--- src/rtl/strobe_sync2.sv ---
// Purpose: two independent channels that synchronise an async strobe, glitch-filter it,
//          and turn qualified edges into pending/overrun flags plus an event counter.
// Latency: input stable before edge 1 -> LVL/PEND/CNT update on edge 2+FILTER; no backpressure
//          (events are never stalled, a new event while PEND is set raises sticky OVF).
module strobe_sync2 #(
    parameter int FILTER    = 3,     // consecutive disagreeing cycles before LVL flips (1..15)
    parameter int CNT_W     = 8,     // event counter width
    parameter bit EDGE_BOTH = 1'b0   // 0: rising LVL only is an event, 1: both directions
) (
    input  logic             MasterClock,
    input  logic             RESETL,
    input  logic             I1,
    input  logic             I2,
    input  logic             ACK1,
    input  logic             ACK2,
    output logic             LVL1,
    output logic             LVL2,
    output logic             PEND1,
    output logic             PEND2,
    output logic             OVF1,
    output logic             OVF2,
    output logic [CNT_W-1:0] CNT1,
    output logic [CNT_W-1:0] CNT2
);

    // Filter counter value on which the next disagreeing sample flips LVL.
    localparam logic [3:0] FC_LAST = 4'(FILTER - 1);

    logic [1:0]       strb_w;
    logic [1:0]       ack_w;
    logic [1:0]       lvl_w;
    logic [1:0]       pend_w;
    logic [1:0]       ovf_w;
    logic [CNT_W-1:0] cnt_w [2];

    assign strb_w = {I2, I1};
    assign ack_w  = {ACK2, ACK1};

    for (genvar c = 0; c < 2; c++) begin : g_ch
        logic             s1_q;
        logic             s2_q;
        logic             lvl_q;
        logic             lvl_d;
        logic [3:0]       fc_q;
        logic [3:0]       fc_d;
        logic             pend_q;
        logic             pend_d;
        logic             ovf_q;
        logic             ovf_d;
        logic             evt;
        logic [CNT_W-1:0] cnt_q;
        logic [CNT_W-1:0] cnt_d;

        // Filter decision, event detection and the flag/counter next state.
        always_comb begin
            lvl_d = lvl_q;
            fc_d  = fc_q + 4'd1;
            evt   = 1'b0;
            if (s2_q == lvl_q) begin
                // Agreement breaks the run; the count restarts from zero.
                fc_d = 4'd0;
            end else if (fc_q == FC_LAST) begin
                lvl_d = s2_q;
                fc_d  = 4'd0;
                evt   = EDGE_BOTH || s2_q;
            end

            // A new event outranks a same-edge acknowledge.
            pend_d = evt | (pend_q & ~ack_w[c]);

            // Overrun is set by an unacknowledged event on top of a pending one and
            // is cleared only by an acknowledge that is not racing a new event.
            ovf_d = ovf_q;
            if (evt && pend_q && !ack_w[c]) begin
                ovf_d = 1'b1;
            end else if (ack_w[c] && !evt) begin
                ovf_d = 1'b0;
            end

            cnt_d = cnt_q + CNT_W'(evt);
        end

        // Synchroniser chain and all per-channel state.
        always_ff @(posedge MasterClock or negedge RESETL) begin
            if (!RESETL) begin
                s1_q   <= 1'b0;
                s2_q   <= 1'b0;
                lvl_q  <= 1'b0;
                fc_q   <= 4'd0;
                pend_q <= 1'b0;
                ovf_q  <= 1'b0;
                cnt_q  <= '0;
            end else begin
                s1_q   <= strb_w[c];
                s2_q   <= s1_q;
                lvl_q  <= lvl_d;
                fc_q   <= fc_d;
                pend_q <= pend_d;
                ovf_q  <= ovf_d;
                cnt_q  <= cnt_d;
            end
        end

        assign lvl_w[c]  = lvl_q;
        assign pend_w[c] = pend_q;
        assign ovf_w[c]  = ovf_q;
        assign cnt_w[c]  = cnt_q;
    end

    assign LVL1  = lvl_w[0];
    assign LVL2  = lvl_w[1];
    assign PEND1 = pend_w[0];
    assign PEND2 = pend_w[1];
    assign OVF1  = ovf_w[0];
    assign OVF2  = ovf_w[1];
    assign CNT1  = cnt_w[0];
    assign CNT2  = cnt_w[1];

endmodule
--- config.mk ---
export PLATFORM = sky130hd
export DESIGN_NAME = strobe_sync2
export DESIGN_NICKNAME = d
export VERILOG_FILES = /design/src/rtl/strobe_sync2.sv
export SDC_FILE = /design/constraint.sdc
export NUM_CORES = 1
export LEC_CHECK = 0
export ABC_CLOCK_PERIOD_IN_PS = 3000
export CORE_MARGIN = 2
export CORE_UTILIZATION = 40
export CTS_CLUSTER_SIZE = 16
export DETAILED_ROUTE_END_ITERATION = 10
export MAX_ROUTING_LAYER = met4
export PLACE_DENSITY_LB_ADDON = 0.3
export SETUP_SLACK_MARGIN = 0.5
export SYNTH_ARGS = -nofsm -noshare
export SYNTH_HDL_FRONTEND = slang
export SYNTH_SLANG_ARGS = --single-unit
export TNS_END_PERCENT = 20
--- constraint.sdc ---
create_clock -name MasterClock -period 3 [get_ports MasterClock]
set_clock_uncertainty 0.1 [all_clocks]
set_input_delay 0.45 -clock MasterClock [delete_from_list [all_inputs] [get_ports MasterClock]]
set_output_delay 0.45 -clock MasterClock [all_outputs]
set_load 0.03 [all_outputs]
* Word-level counts from Yosys, hierarchy flattened
Cells that the tools add are included.
** Operators by class
- Equal/unequal tests :: 4
- Muxes and demuxes :: 12
- Bitwise operators :: 8
- Add/subtract/negate cells :: 4
- Reductions and logical operators :: 14
** Operators with widths (number)
- $add 8x1->8 :: 2
- $mux 4 :: 4
- $add 4x1->4 const B :: 2
- $eq 4x2->1 const B :: 2
- $mux 1 :: 8
- $logic_and 1x1->1 :: 6
- $logic_not 1->1 :: 4
- $not 1->1 :: 4
- $reduce_and 2->1 :: 2
- $reduce_bool 2->1 :: 2
- $and 1x1->1 :: 2
- $eq 1x1->1 :: 2
- $or 1x1->1 :: 2
** Storage, ports and cells
- Word-level logic and storage cells :: 56
- Flip-flop bits (word level) :: 34
- Output and inout bits :: 22
- Bits of input ports :: 6

* Logic depth before layout (Yosys ltp)
- Depth after elaboration :: 7
- Mapped depth :: 9
- Gate-level depth less buffers :: 9

* Worst setup path before layout
No wires, ideal clock.
- Path type :: reg-to-reg
- From :: register g_ch[1].fc_q[0]
- To :: register g_ch[1].cnt_q[6], in the netlist CNT2[6]
- Library setup time :: 133 ps
- Buffers on the path :: 0
- Stages on the path, launching flop included :: 10
- Required time :: 2767 ps
- Setup slack :: 1051 ps
- Arrival :: 1715 ps
- Period minus slack after synthesis :: 1949 ps
- Cell sequence :: dfrtp_1 -> inv_1 -> ha_1 -> nor3b_4 -> and2_4 -> ha_1 -> ha_1 -> and3_1 -> nand3_1 -> xnor2_1
** On the way
- Longest elaborated chain between the ends :: 4
** RTL lines
- start, declared :: line 44 : logic [3:0] fc_q;
- start signal, assigned :: line 89 : fc_q <= 4'd0;
- start signal, assigned :: line 97 : fc_q <= fc_d;
- $eq 4x2->1 :: line 62 : end else if (fc_q == FC_LAST) begin
- $mux 1 :: line 62
- $mux 1 :: line 59 : if (s2_q == lvl_q) begin
- $add 8x1->8 :: line 80 : cnt_d = cnt_q + CNT_W'(evt);
- named net g_ch[1].cnt_d[6] :: line 52 : logic [CNT_W-1:0] cnt_d;
- end signal, assigned :: line 100 : cnt_q <= cnt_d;
- end, declared :: line 51 : logic [CNT_W-1:0] cnt_q;
The timed path passes the listed nets, and every way through them passes these cells.
A chain may end at the register's enable or synchronous reset.

* Final worst setup path
Ends and elaborated chain as after synthesis.

==> impl_results.md <==
* Per-cell via count in the routed design at between 4 and 5
* Leakage power figure at about 0.85 nW
* Maximum Capacitance Violations at 0
* Initial core utilization at 0.419
* Clock tree from TritonCTS: built
* DRC violation count after routing at 0
* Per-cell routed wire length at about 12 microns
* Vias in the first global route at a little over 900
* Area Growth Syn to Fin at 27.4%
* First-pass GRT wire length at just over 4000 microns
* Portion of the post-synthesis area used by sequential elements at 0.604
* Initial DRT Pass Iterations at 5
* Area leader, netlist: sky130_fd_sc_hd__dfrtp_1
* WP data required at 3.11 ns
* Final Hold Vio Count at 0
* Later-pin clock latency in the skew report at 0.32 ns
* Last weighted congestion value of the routability-driven placer at 0.743
* # IOs at 28
* Crit start category: flip-flop
* Post-synth cell types at 20
* Design Power at 1.27 mW
* Width of the die at approximately 63 microns
* Total standard cell area after synthesis at roughly 1400 sq um
* Fraction of final layout cells sized beyond drive strength 1 at 0.130
* Area contributors post-synth: sky130_fd_sc_hd__dfrtp_1, sky130_fd_sc_hd__ha_1, sky130_fd_sc_hd__xnor2_1, sky130_fd_sc_hd__xor2_1, sky130_fd_sc_hd__nand3_1
* Number of buffers inserted by hold repair at cts at 0
* Normalized max-slew margin at 0.724
* Smallest setup slack after layout at 0.909 ns
* Post-placement worst setup slack at between 0.9 and 1 ns
* Num Clock Sinks at 34
* Worst path slowest cell: sky130_fd_sc_hd__dfrtp_1
* Worst path arrival time at roughly 2.2 ns
* H-tree lvl count at 2
* Count leader, synth: sky130_fd_sc_hd__dfrtp_1
* Count of nets left with antenna violations after detail routing at 0
* Portion of the clock cycle consumed by the worst path in the final layout at 0.697
* Post-CTS sizing at 0
* Final setup violating endpoints at 0
* Worst-path fanout max at 4
* Highest clock frequency the design can meet at about 480 MHz
* Unrepaired setup endpoints after global routing: false
* HPWL after detailed placement at approximately 1600 microns
* Crit-path cells: inv_1 > ha_1 > nor3b_4 > and2_4 > ha_1 > ha_1 > and3_1 > nand3_1 > xnor2_1
* Hold Crit Class: reg2reg
* Antenna diode count at 0
* Wire length after detailed routing at between 2000 and 2500 microns
* Final slew viol count at 0
* Number of port buffers at 27
* Hold WS at approximately 0.26 ns
* Clock transition at the registers of the reported paths at approximately 0.09 ns
* Power per cell area at between 700 and 800 nW/um^2
* Register bit total from synthesis at 34
* Endpoint kind of the worst setup timing path: flip-flop
* Total routing resource utilization after global routing at 0.138
* Die area at 4010 sq um
* Non-Filler Instances at ~180
* Crit-path most repeated cell: sky130_fd_sc_hd__ha_1
* Result of the run: completed
* Placed insts at between 150 and 200
* CP bufs+invs at 1
* Number of flops mapped to enable cells by yosys at 0
* Post-synth top cells: sky130_fd_sc_hd__dfrtp_1, sky130_fd_sc_hd__nor2_1, sky130_fd_sc_hd__xnor2_1
* Via Count at slightly below 900
* Worst vdd ir at 0.362 mV
* Clock Root Buffer: sky130_fd_sc_hd__clkbuf_4
* Async S/R FF share, synth at 1.00
* Final-stage net count at roughly 150
* Tightest Pin Transition at 0.414 ns
* Synth top area share at 0.604
* Deepest clock path buffer count at 2
* Cell family with the largest share of critical-path delay: simple AND/OR/NAND/NOR gates
* Count of synthesis-stage warnings from yosys at 0
* Overflow left after global routing at 0
* Final setup TNS at 0 ns
* Slowest Stage Delay on Critical Path at 0.42 ns
* Post-Synthesis Net Count at roughly 120
* Post-layout minimum cycle time at approximately 2.1 ns
* Mapped Cells at between 100 and 150
* Number of rows created at floorplan at 21
* Largest net degree at the start of global routing at 35
* Number of DRC markers in iteration 0 at 24
* Total clock buffers created by CTS at 5
* Placeable Area at between 3000 and 4000 sq um
* Path type of the worst setup path: reg2reg
* Vertical extent of the die at between 60 and 70 microns
* Buffer count from post-CTS setup fixing at 0
* Most used DFF post-synth: sky130_fd_sc_hd__dfrtp_1
* Syn avg cell area at 13.5 sq um
* Initial antenna violation count at 0
==> worst register-to-register path, cell delays in order, from the launching register on <==
cell and delay, ns:
sky130_fd_sc_hd__dfrtp_1 0.42, sky130_fd_sc_hd__inv_1 0.08, sky130_fd_sc_hd__ha_1 0.14, sky130_fd_sc_hd__nor3b_4 0.24, sky130_fd_sc_hd__and2_4 0.20, sky130_fd_sc_hd__ha_1 0.19, sky130_fd_sc_hd__ha_1 0.19, sky130_fd_sc_hd__and3_1 0.20
sky130_fd_sc_hd__nand3_1 0.10, sky130_fd_sc_hd__xnor2_1 0.13
==> report_power, final <==
part	switching, mW	leakage, nW	total [mW]	internal, mW
Sequential	0.0772	0.450	0.619	0.542
Clock	0.134	0.0302	0.240	0.106
Combinational	0.220	0.374	0.410	0.189
==> state kept, by name, indices dropped and copies added (netlist names) <==
register   cells
CNT1           8
CNT2           8
g_ch.fc_q      8
g_ch.s1_q      2
g_ch.s2_q      2
LVL1           1
LVL2           1
OVF1           1
OVF2           1
PEND1          1
PEND2          1
==> logic make-up (layout without fill, tap and decap cells) <==
| logic type | Yosys count | after routing | share of synthesized area |
|---|---|---|---|
| xor+xnor | 16 | 16 | 0.0995 |
| flops | 34 | 34 | 0.604 |
| fa+ha+maj | 8 | 8 | 0.0711 |
| buf+inv | 4 | 38 | 0.0107 |
| simple gates | 32 | 32 | 0.142 |
| compound gates | 8 | 8 | 0.0568 |
| mux | 2 | 2 | 0.0160 |
==> path summary, 6_finish.rpt <==
path	from	cells past startpoint	to	slack [ns]
setup reg to reg	g_ch[1].fc_q[0]$_DFF_PN0_	9	CNT2[6]$_DFF_PN0_	0.91
hold reg to reg	g_ch[1].s1_q$_DFF_PN0_	0	g_ch[1].s2_q$_DFF_PN0_	0.26
hold / removal	g_ch[1].s1_q$_DFF_PN0_	0	g_ch[1].s2_q$_DFF_PN0_	0.26
setup / recovery	g_ch[1].fc_q[0]$_DFF_PN0_	9	CNT2[6]$_DFF_PN0_	0.91
min in group asynchronous	RESETL	2	CNT1[3]$_DFF_PN0_	0.42
max in group asynchronous	RESETL	2	PEND1$_DFF_PN0_	2.08
==> cell usage in the layout, fill, tap and decap left out, types with 4 or more instances in the layout <==
cell type / n
sky130_fd_sc_hd__nor2_1: 9
sky130_fd_sc_hd__xor2_1: 7
sky130_fd_sc_hd__clkdlybuf4s50_1: 27
sky130_fd_sc_hd__ha_1: 8
sky130_fd_sc_hd__nand3_1: 8
sky130_fd_sc_hd__dfrtp_1: 34
sky130_fd_sc_hd__inv_1: 4
sky130_fd_sc_hd__nor2b_1: 4
sky130_fd_sc_hd__clkbuf_4: 5
sky130_fd_sc_hd__xnor2_1: 9
==> layout make-up <==
type	instances	area, sq um
clock buffers	6	51.3
fillers	320	1570
inverters	4	15.0
multi-input cells	66	543
flip-flops and latches	34	851
well taps	46	57.6
repair buffers	28	278
==> layer usage <==
layer	global-route usage	vias to the layer above	part of all wire
li1	-	418	-
met1	0.165	436	0.45
met2	0.208	23	0.47
met3	0.0554	6	0.058
met4	0.0571	0	0.020
met5	-	-	0
==> per-stage QoR <==
step	util	instance area [sq um]
after floorplan	-	1410
after global placement	0.519	1740
after detailed placement	0.519	1740
after CTS	0.534	1800
after global routing	0.534	1800
final	0.534	1800
No activity file was read; power rests on OpenSTA's default activity.
